==> config.mk <==
export PLATFORM = sky130hd
export DESIGN_NAME = pipe_ctrl_unit_flat
export DESIGN_NICKNAME = d
export VERILOG_FILES = /design/src/rtl/pipe_ctrl_unit_if.sv /design/src/rtl/pipe_ctrl_unit.sv /design/src/flat_wrapper.sv
export SDC_FILE = /design/constraint.sdc
export NUM_CORES = 1
export LEC_CHECK = 0
export CAP_MARGIN = 20
export CORE_MARGIN = 2
export CORE_UTILIZATION = 38
export CTS_CLUSTER_DIAMETER = 30
export DETAILED_ROUTE_END_ITERATION = 7
export PLACE_DENSITY = 0.67
export REMOVE_ABC_BUFFERS = 1
export SYNTH_ARGS = -nofsm -noshare
export SYNTH_HDL_FRONTEND = slang
export SYNTH_SLANG_ARGS = --single-unit
==> constraint.sdc <==
create_clock -name clk -period 2.45 [get_ports clk]
set_input_delay 0.3675 -clock clk [delete_from_list [all_inputs] [get_ports clk]]
set_output_delay 0.3675 -clock clk [all_outputs]
set_load 0.005 [all_outputs]
==> src/rtl/pipe_ctrl_unit_if.sv <==
// pipe_ctrl_unit_if: ID-stage inputs and per-stage control outputs of pipe_ctrl_unit
//   inputs : id_inst_i, id_valid_i, flush_i
//   outputs: id_extop_o, stall_o (combinational); ex_*, mem_*, wb_*, illegal_o,
//            stall_cnt_o (registered)
interface pipe_ctrl_unit_if #(
    parameter int ALUOP_W = 5,
    parameter int EXTOP_W = 6,
    parameter int PERF_W  = 16
);
    logic [31:0]        id_inst_i;
    logic               id_valid_i;
    logic               flush_i;
    logic [EXTOP_W-1:0] id_extop_o;
    logic               stall_o;
    logic [ALUOP_W-1:0] ex_aluop_o;
    logic               ex_alusrc_o;
    logic               ex_branch_o;
    logic [1:0]         ex_jump_o;
    logic [2:0]         ex_funct3_o;
    logic               mem_we_o;
    logic [2:0]         mem_dmtype_o;
    logic               wb_regwrite_o;
    logic [1:0]         wb_wdsel_o;
    logic [4:0]         wb_rd_o;
    logic               illegal_o;
    logic [PERF_W-1:0]  stall_cnt_o;
    modport master (
        output id_inst_i, id_valid_i, flush_i,
        input  id_extop_o, stall_o, ex_aluop_o, ex_alusrc_o, ex_branch_o, ex_jump_o,
               ex_funct3_o, mem_we_o, mem_dmtype_o, wb_regwrite_o, wb_wdsel_o, wb_rd_o,
               illegal_o, stall_cnt_o
    );
    modport slave (
        input  id_inst_i, id_valid_i, flush_i,
        output id_extop_o, stall_o, ex_aluop_o, ex_alusrc_o, ex_branch_o, ex_jump_o,
               ex_funct3_o, mem_we_o, mem_dmtype_o, wb_regwrite_o, wb_wdsel_o, wb_rd_o,
               illegal_o, stall_cnt_o
    );
endinterface

==> src/rtl/pipe_ctrl_unit.sv <==
// pipe_ctrl_unit: pipelined RV32I control unit with load-use stall, flush and stall counter
//   clk  : rising-edge clock
//   rstn : asynchronous active-low reset, clears every stage to a NOP bubble
//   bus  : slave side of pipe_ctrl_unit_if (ID instruction in, stage controls out)
module pipe_ctrl_unit #(
    parameter int ALUOP_W = 5,
    parameter int EXTOP_W = 6,
    parameter int PERF_W  = 16
) (
    input logic             clk,
    input logic             rstn,
    pipe_ctrl_unit_if.slave bus
);
    localparam logic [6:0] OP_R     = 7'b0110011;
    localparam logic [6:0] OP_I     = 7'b0010011;
    localparam logic [6:0] OP_LD    = 7'b0000011;
    localparam logic [6:0] OP_ST    = 7'b0100011;
    localparam logic [6:0] OP_BR    = 7'b1100011;
    localparam logic [6:0] OP_JAL   = 7'b1101111;
    localparam logic [6:0] OP_JALR  = 7'b1100111;
    localparam logic [6:0] OP_LUI   = 7'b0110111;
    localparam logic [6:0] OP_AUIPC = 7'b0010111;
    localparam logic [ALUOP_W-1:0] ALU_ADD  = ALUOP_W'(0);
    localparam logic [ALUOP_W-1:0] ALU_SUB  = ALUOP_W'(1);
    localparam logic [ALUOP_W-1:0] ALU_AND  = ALUOP_W'(2);
    localparam logic [ALUOP_W-1:0] ALU_OR   = ALUOP_W'(3);
    localparam logic [ALUOP_W-1:0] ALU_XOR  = ALUOP_W'(4);
    localparam logic [ALUOP_W-1:0] ALU_SLL  = ALUOP_W'(5);
    localparam logic [ALUOP_W-1:0] ALU_SRL  = ALUOP_W'(6);
    localparam logic [ALUOP_W-1:0] ALU_SRA  = ALUOP_W'(7);
    localparam logic [ALUOP_W-1:0] ALU_SLT  = ALUOP_W'(8);
    localparam logic [ALUOP_W-1:0] ALU_SLTU = ALUOP_W'(9);
    localparam logic [ALUOP_W-1:0] ALU_LUI  = ALUOP_W'(10);
    localparam logic [EXTOP_W-1:0] EXT_I     = EXTOP_W'(0);
    localparam logic [EXTOP_W-1:0] EXT_SHAMT = EXTOP_W'(1);
    localparam logic [EXTOP_W-1:0] EXT_S     = EXTOP_W'(2);
    localparam logic [EXTOP_W-1:0] EXT_B     = EXTOP_W'(3);
    localparam logic [EXTOP_W-1:0] EXT_U     = EXTOP_W'(4);
    localparam logic [EXTOP_W-1:0] EXT_J     = EXTOP_W'(5);
    localparam logic [2:0] DM_W  = 3'b000;
    localparam logic [2:0] DM_H  = 3'b001;
    localparam logic [2:0] DM_HU = 3'b010;
    localparam logic [2:0] DM_B  = 3'b011;
    localparam logic [2:0] DM_BU = 3'b100;
    typedef struct packed {
        logic [ALUOP_W-1:0] aluop;
        logic               alusrc;
        logic               branch;
        logic [1:0]         jump;
        logic [2:0]         funct3;
        logic               illegal;
        logic               we;
        logic [2:0]         dmtype;
        logic               regwrite;
        logic [1:0]         wdsel;
        logic [4:0]         rd;
    } ctrl_t;
    typedef struct packed {
        logic       we;
        logic [2:0] dmtype;
        logic       regwrite;
        logic [1:0] wdsel;
        logic [4:0] rd;
    } mem_t;
    typedef struct packed {
        logic       regwrite;
        logic [1:0] wdsel;
        logic [4:0] rd;
    } wb_t;
    logic [31:0]        inst;
    logic [6:0]         opc;
    logic [2:0]         f3;
    logic [4:0]         rs1, rs2;
    logic               use1, use2, hazard, stall;
    logic [EXTOP_W-1:0] ext;
    ctrl_t              dec, ex_d, ex_q;
    mem_t               mem_q;
    wb_t                wb_q;
    logic [PERF_W-1:0]  cnt_d, cnt_q;
    logic               unused_bits;
    assign inst        = bus.id_inst_i;
    assign opc         = inst[6:0];
    assign f3          = inst[14:12];
    assign rs1         = inst[19:15];
    assign rs2         = inst[24:20];
    assign unused_bits = ^{inst[31], inst[29:25]};
    function automatic logic [ALUOP_W-1:0] alu_f(input logic [2:0] f, input logic alt);
        case (f)
            3'd0:    alu_f = alt ? ALU_SUB : ALU_ADD;
            3'd1:    alu_f = ALU_SLL;
            3'd2:    alu_f = ALU_SLT;
            3'd3:    alu_f = ALU_SLTU;
            3'd4:    alu_f = ALU_XOR;
            3'd5:    alu_f = alt ? ALU_SRA : ALU_SRL;
            3'd6:    alu_f = ALU_OR;
            default: alu_f = ALU_AND;
        endcase
    endfunction
    // loads and stores share the funct3 size encoding
    function automatic logic [2:0] dm_f(input logic [2:0] f);
        case (f)
            3'd0:    dm_f = DM_B;
            3'd1:    dm_f = DM_H;
            3'd4:    dm_f = DM_BU;
            3'd5:    dm_f = DM_HU;
            default: dm_f = DM_W;
        endcase
    endfunction
    always_comb begin
        dec        = '0;
        dec.funct3 = f3;
        ext        = EXT_I;
        use1       = 1'b0;
        use2       = 1'b0;
        case (opc)
            OP_R: begin
                dec.aluop    = alu_f(f3, inst[30]);
                dec.regwrite = 1'b1;
                dec.rd       = inst[11:7];
                use1         = 1'b1;
                use2         = 1'b1;
            end
            OP_I: begin
                // funct7[5] only selects SRAI; for ADDI it is an immediate bit
                dec.aluop    = alu_f(f3, f3 == 3'd5 && inst[30]);
                dec.alusrc   = 1'b1;
                dec.regwrite = 1'b1;
                dec.rd       = inst[11:7];
                ext          = (f3 == 3'd1 || f3 == 3'd5) ? EXT_SHAMT : EXT_I;
                use1         = 1'b1;
            end
            OP_LD: begin
                dec.alusrc   = 1'b1;
                dec.dmtype   = dm_f(f3);
                dec.regwrite = 1'b1;
                dec.wdsel    = 2'b01;
                dec.rd       = inst[11:7];
                use1         = 1'b1;
            end
            OP_ST: begin
                dec.alusrc = 1'b1;
                dec.we     = 1'b1;
                dec.dmtype = dm_f(f3);
                ext        = EXT_S;
                use1       = 1'b1;
                use2       = 1'b1;
            end
            OP_BR: begin
                dec.aluop  = ALU_SUB;
                dec.branch = 1'b1;
                ext        = EXT_B;
                use1       = 1'b1;
                use2       = 1'b1;
            end
            OP_JAL: begin
                dec.jump     = 2'b01;
                dec.regwrite = 1'b1;
                dec.wdsel    = 2'b10;
                dec.rd       = inst[11:7];
                ext          = EXT_J;
            end
            OP_JALR: begin
                dec.alusrc   = 1'b1;
                dec.jump     = 2'b10;
                dec.regwrite = 1'b1;
                dec.wdsel    = 2'b10;
                dec.rd       = inst[11:7];
                use1         = 1'b1;
            end
            OP_LUI: begin
                dec.aluop    = ALU_LUI;
                dec.alusrc   = 1'b1;
                dec.regwrite = 1'b1;
                dec.rd       = inst[11:7];
                ext          = EXT_U;
            end
            OP_AUIPC: begin
                dec.alusrc   = 1'b1;
                dec.regwrite = 1'b1;
                dec.rd       = inst[11:7];
                ext          = EXT_U;
            end
            default: begin
                dec         = '0;
                dec.illegal = 1'b1;
            end
        endcase
    end
    // only loads write back from memory, so wdsel = 01 marks a load in ID/EX
    assign hazard = bus.id_valid_i && ex_q.wdsel == 2'b01 && ex_q.rd != 5'd0 &&
                    ((use1 && rs1 == ex_q.rd) || (use2 && rs2 == ex_q.rd));
    assign stall  = hazard && !bus.flush_i;
    assign ex_d   = (!bus.id_valid_i || bus.flush_i || stall) ? '0 : dec;
    assign cnt_d  = (stall && cnt_q != '1) ? cnt_q + PERF_W'(1) : cnt_q;
    always_ff @(posedge clk or negedge rstn) begin
        if (!rstn) begin
            ex_q  <= '0;
            mem_q <= '0;
            wb_q  <= '0;
            cnt_q <= '0;
        end else begin
            ex_q  <= ex_d;
            mem_q <= '{we: ex_q.we, dmtype: ex_q.dmtype, regwrite: ex_q.regwrite,
                       wdsel: ex_q.wdsel, rd: ex_q.rd};
            wb_q  <= '{regwrite: mem_q.regwrite, wdsel: mem_q.wdsel, rd: mem_q.rd};
            cnt_q <= cnt_d;
        end
    end
    assign bus.id_extop_o    = ext;
    assign bus.stall_o       = stall;
    assign bus.ex_aluop_o    = ex_q.aluop;
    assign bus.ex_alusrc_o   = ex_q.alusrc;
    assign bus.ex_branch_o   = ex_q.branch;
    assign bus.ex_jump_o     = ex_q.jump;
    assign bus.ex_funct3_o   = ex_q.funct3;
    assign bus.illegal_o     = ex_q.illegal;
    assign bus.mem_we_o      = mem_q.we;
    assign bus.mem_dmtype_o  = mem_q.dmtype;
    assign bus.wb_regwrite_o = wb_q.regwrite;
    assign bus.wb_wdsel_o    = wb_q.wdsel;
    assign bus.wb_rd_o       = wb_q.rd;
    assign bus.stall_cnt_o   = cnt_q;
endmodule
==> src/flat_wrapper.sv <==
// flat-port wrapper written by rule: the top's interface ports become plain ports
module pipe_ctrl_unit_flat 
#(
    parameter int ALUOP_W = 5,
    parameter int EXTOP_W = 6,
    parameter int PERF_W  = 16
)
  (clk, rstn, bus_id_inst_i, bus_id_valid_i, bus_flush_i, bus_id_extop_o, bus_stall_o, bus_ex_aluop_o, bus_ex_alusrc_o, bus_ex_branch_o, bus_ex_jump_o, bus_ex_funct3_o, bus_mem_we_o, bus_mem_dmtype_o, bus_wb_regwrite_o, bus_wb_wdsel_o, bus_wb_rd_o, bus_illegal_o, bus_stall_cnt_o);
  pipe_ctrl_unit_if #(.ALUOP_W(ALUOP_W), .EXTOP_W(EXTOP_W), .PERF_W(PERF_W)) bus_i ();
  input logic clk;
  input logic rstn;
  input wire logic [$bits(bus_i.id_inst_i)-1:0] bus_id_inst_i;
  input wire logic [$bits(bus_i.id_valid_i)-1:0] bus_id_valid_i;
  input wire logic [$bits(bus_i.flush_i)-1:0] bus_flush_i;
  output wire logic [$bits(bus_i.id_extop_o)-1:0] bus_id_extop_o;
  output wire logic [$bits(bus_i.stall_o)-1:0] bus_stall_o;
  output wire logic [$bits(bus_i.ex_aluop_o)-1:0] bus_ex_aluop_o;
  output wire logic [$bits(bus_i.ex_alusrc_o)-1:0] bus_ex_alusrc_o;
  output wire logic [$bits(bus_i.ex_branch_o)-1:0] bus_ex_branch_o;
  output wire logic [$bits(bus_i.ex_jump_o)-1:0] bus_ex_jump_o;
  output wire logic [$bits(bus_i.ex_funct3_o)-1:0] bus_ex_funct3_o;
  output wire logic [$bits(bus_i.mem_we_o)-1:0] bus_mem_we_o;
  output wire logic [$bits(bus_i.mem_dmtype_o)-1:0] bus_mem_dmtype_o;
  output wire logic [$bits(bus_i.wb_regwrite_o)-1:0] bus_wb_regwrite_o;
  output wire logic [$bits(bus_i.wb_wdsel_o)-1:0] bus_wb_wdsel_o;
  output wire logic [$bits(bus_i.wb_rd_o)-1:0] bus_wb_rd_o;
  output wire logic [$bits(bus_i.illegal_o)-1:0] bus_illegal_o;
  output wire logic [$bits(bus_i.stall_cnt_o)-1:0] bus_stall_cnt_o;
  assign bus_i.id_inst_i = bus_id_inst_i;
  assign bus_i.id_valid_i = bus_id_valid_i;
  assign bus_i.flush_i = bus_flush_i;
  assign bus_id_extop_o = bus_i.id_extop_o;
  assign bus_stall_o = bus_i.stall_o;
  assign bus_ex_aluop_o = bus_i.ex_aluop_o;
  assign bus_ex_alusrc_o = bus_i.ex_alusrc_o;
  assign bus_ex_branch_o = bus_i.ex_branch_o;
  assign bus_ex_jump_o = bus_i.ex_jump_o;
  assign bus_ex_funct3_o = bus_i.ex_funct3_o;
  assign bus_mem_we_o = bus_i.mem_we_o;
  assign bus_mem_dmtype_o = bus_i.mem_dmtype_o;
  assign bus_wb_regwrite_o = bus_i.wb_regwrite_o;
  assign bus_wb_wdsel_o = bus_i.wb_wdsel_o;
  assign bus_wb_rd_o = bus_i.wb_rd_o;
  assign bus_illegal_o = bus_i.illegal_o;
  assign bus_stall_cnt_o = bus_i.stall_cnt_o;
  pipe_ctrl_unit #(.ALUOP_W(ALUOP_W), .EXTOP_W(EXTOP_W), .PERF_W(PERF_W)) u_core (.clk(clk), .rstn(rstn), .bus(bus_i));
endmodule
==> key figures <==
Place
  – GPL Wtd Cong: 0.8699
  – IO Port Bufs: 73
  – Dpl cell area: 3697 sq um
  – Placed insts: 424
  – Hpwl dp: 4.701 mm

Pwr
  – Cell leakage power: 0.001790 uW
  – Power Total: 1929 uW
  – Power density over cell area: 490.5 nW/um^2
  – Net switching power figure: 478.7 uW
  – Max IR drop VDD: 0.2063 mV
  – Switching fraction of total power: 24.81%
  – Int Pwr: 1450 uW
  – Sequential share of power: 51.6%
  – Power share of the combinational group: 9.5%
  – Clock power frac: 38.9%

Critical path
  – Crit path buf inv count: 3
  – RR Startpoint: u_core.ex_q[2]
  – Reg2reg path depth: 8
  – FF-to-FF setup slack: 0.18 ns
  – Slowest CP cell: or4b_4
  – Delay-heaviest family, CP: simple AND/OR/NAND/NOR gates
  – Critical Path Sink Type: output pin
  – Worst Path Arrival: 2.01 ns
  – Cells along the critical path: dlygate4sd2_1, nand4bb_4, o22a_1, or4b_4, o41ai_2, buf_4, buf_2
  – WS Path Type: in2out
  – Worst path max stage delay: 0.55 ns
  – Crit path max fanout: 3
  – Crit start category: input port
  – CP Data Required Time: 2.08 ns
  – End of the worst register-to-register path: u_core.ex_q[9]

Synthesis
  – Top FF cell, synth: dfrtp_1
  – EDFF count, synth: 0
  – Post-Synth Simple-Gate Area: 17.49%
  – Synth Area per Inst: 11.39 sq um
  – #FFs+latches synth: 60
  – Post-synthesis async set-or-reset flop share: 100.0%
  – Syn Inst Count: 240
  – Yosys top cell area share: 54.95%
  – Adder-cell area share of the yosys netlist: 0.4579%
  – Post-synthesis compound-gate area fraction: 10.58%
  – Post-synthesis sequential area ratio: 54.95%
  – Synth Area in XOR/XNOR: 8.333%
  – Largest family of logic cells by synthesized area: simple AND/OR/NAND/NOR gates
  – Distinct cells, synth: 49
  – Yosys top cell by area: dfrtp_1
  – Synth top area cells: dfrtp_1 55%, xnor2_1 5.1%, buf_4 4.9%
  – Synth Warn #: 0
  – Mux contribution to synthesized area: 0.4121%
  – Synth Cell Area: 2733 sq um

Global routing
  – M3 GR Usage: 4.757%
  – GRT overflow: 0
  – Met1 GRT Util: 22.16%
  – Global Route Usage Sum: 17.46%
  – Pin count of the biggest net entering global routing: 28
  – Met2 Use GR: 27.88%
  – Initial antenna violation count: 0
  – First-pass GRT wire length: 10.31 mm
  – Vias in the first global route: 2138
  – Global route hottest layer: met2

Floorplan
  – Starting Density: 39.78%
  – Boundary Pins: 84
  – Die Span Y: 88.80 um
  – Num rows: 30
  – Die W: 88.80 um
  – Die area: 7885 sq um
  – Core footprint: 6869 sq um

Min path
  – Worst min-delay path class: in2async

CTS
  – TritonCTS buffer count: 9
  – Buffer depth of the longest clock path: 2
  – CTS tree: built
  – Clk root buf: clkbuf_8
  – Clock-pin slew on the worst setup and hold paths: 0.07 ns
  – Skew-Pair Late Insertion Delay: 0.34 ns
  – CTS Sinks: 60
  – CTS Hold Buffers Added: 0
  – H-tree Lvls: 3

Route
  – DRC Markers: 0
  – Routed WL per cell: 14.12 um
  – Drt first pass iters: 4
  – Post-Route WL: 6.313 mm
  – Initial DRC Count: 85
  – Vias after detailed routing: 2157
  – Vias per inst: 4.826
  – Routed Antenna Nets: 0

STA
  – RSZ-0062 raised after global routing: false
  – Fmax: 0.4213 GHz
  – Final setup viols: 0
  – Final Hold Fails: 0
  – Clk_skew: 0.005190 ns
  – Worst Tran Pin Value: 0.5928 ns
  – Relative slew slack: 60.48%
  – Period utilisation layout: 96.88%
  – Hold Slack: 0.02984 ns
  – Final slew viol count: 0
  – Shortest period the worst path allows: 2.373 ns

Layout
  – Layout area overhead: 43.91%
  – Fill cell count: 585
  – Layout cell share with drive strength beyond 1: 21.94%
  – N_diodes: 0
  – Multi-input logic area: 1062 sq um
  – Final cell count without fillers: 447
  – Nets: 383
  – Register area: 1501 sq um
  – Post-Layout Inst Area: 3933 sq um

Status
  – Status: finished, final reports clean

Job
  – Max cap viols: 0
## worst max path at each step
stage	from	endpoint	slack (ns)	depth (start not counted)
after floorplan	u_core.ex_q[1]	u_core.ex_q[10]	0.21	5
after global placement	bus_id_inst_i[0]	bus_stall_o	-0.45	7
after detailed placement	bus_id_inst_i[0]	bus_stall_o	-0.48	7
after CTS	bus_id_valid_i	bus_stall_o	0.09	7
after global routing	bus_id_inst_i[3]	bus_stall_o	0.005	7
final	bus_id_inst_i[3]	bus_stall_o	0.08	7
## metrics by stage
stage	setup WS, ns	TNS [ns]	utilization [%]
6_report	0.07653	0	57.25
3_5_place_dp	-0.4835	-6.540	53.83
4_1_cts	0.09011	0	57.14
3_3_place_gp	-0.4533	-5.589	53.83
5_1_grt	0.005042	0	57.25
2_1_floorplan	0.2063	0	-
## placed cells by master, fill, tap and decap left out, types with 2 or more instances in the layout
master           netlist  routed
nand2_1               11      11
dfrtp_1               60      60
nand3_1                8       8
nand3b_1               2       2
a211oi_2               4       4
o211ai_1               9       9
and2_1                 6       6
buf_2                  2       2
nor2b_1                3       2
inv_1                  9       9
nand2b_1               3       3
nor2_1                10      10
nor3_1                10      10
buf_4                 18      42
nand4_1                2       2
nor4_1                 5       5
o21ai_0                4       4
dlygate4sd2_1          0       7
conb_1                 1       4
xor2_1                10      10
or4_4                  1       2
clkdlybuf4s50_1        0      64
clkinvlp_4             0       2
clkbuf_8               0       9
xnor2_1               16      16
a21oi_1               10      10
and3_1                 8       8
clkinv_2               0       4
## synthesized netlist by cell type (all sizes together) (2+ instances only)
cell / count
a211oi: 5
a21oi: 10
and2: 6
and3: 8
and4: 2
buf: 22
clkbuf: 2
dfrtp: 60
inv: 9
nand2: 11
nand2b: 3
nand3: 8
nand3b: 2
nand4: 2
nor2: 10
nor2b: 3
nor3: 11
nor4: 6
o211ai: 9
o21ai: 4
or3: 2
or4: 2
xnor2: 16
xor2: 10
## worst register-to-register path: stages, from the launching register on
cell and delay (ns):
dfrtp_1 0.41, or4_4 0.53, o2111ai_2 0.21, buf_4 0.16
buf_4 0.11, or4_4 0.19, nand3_1 0.14, buf_12 0.17
nor4_1 0.27
## layer usage
layer,up-vias,wire length (um)
met5,-,0
met4,0,140
met3,13,320
met2,60,3083
met1,1048,2768
li1,1036,-
## kinds of logic (layout without fill, tap and decap cells)
family                     count (synthesis)  count (layout)
adders and majority gates                  1               1
DFF                                       60              60
AOI/OAI and AO/OA                         39              39
xor gates and xnor gates                  26              26
buffers and inverters                     33             141
and+or+nand+nor                           79              79
muxes                                      1               1
other                                      1               4
## sequential cells by signal, summed over array words and instances (netlist names)
signal and count:
u_core.ex_q 12, u_core.bus.illegal_o 1, u_core.bus.ex_alusrc_o 1, u_core.bus.wb_regwrite_o 1
u_core.bus.ex_funct3_o 3, u_core.bus.ex_aluop_o 4, u_core.bus.ex_jump_o 2, u_core.bus.stall_cnt_o 16
u_core.bus.mem_dmtype_o 3, u_core.bus.wb_wdsel_o 2, u_core.bus.mem_we_o 1, u_core.bus.ex_branch_o 1
u_core.bus.wb_rd_o 5, u_core.mem_q 8
## area by class of cell
| cell class | count | area share, % |
|---|---|---|
| Tap cell | 96 | 3.054 |
| Sequential cell | 60 | 38.18 |
| Inverter | 9 | 0.8591 |
| Clock buffer | 9 | 3.150 |
| Multi-Input combinational cell | 150 | 27.01 |
| Timing Repair Buffer | 116 | 26.63 |
| Clock inverter | 7 | 1.114 |
## power groups by stage
stage / Clock, uW / Sequential, uW / Combinational, uW
finish: 750 / 996 / 183
global route: 820 / 995 / 200
CTS: 774 / 995 / 183
floorplan: 0 / 1010 / 46.5
global placement: 0 / 1010 / 180
detailed placement: 0 / 1010 / 182
## repair_timing
| item | 4_1_cts | 5_1_grt |
|---|---|---|
| setup buffers | 6 | 1 |
| resized for setup | 17 | 0 |
| hold endpoints to repair | 0 | 0 |
| setup endpoints to repair | 2 | 1 |
| pin swaps | 4 | 4 |
(Power assumes the default switching activity.)
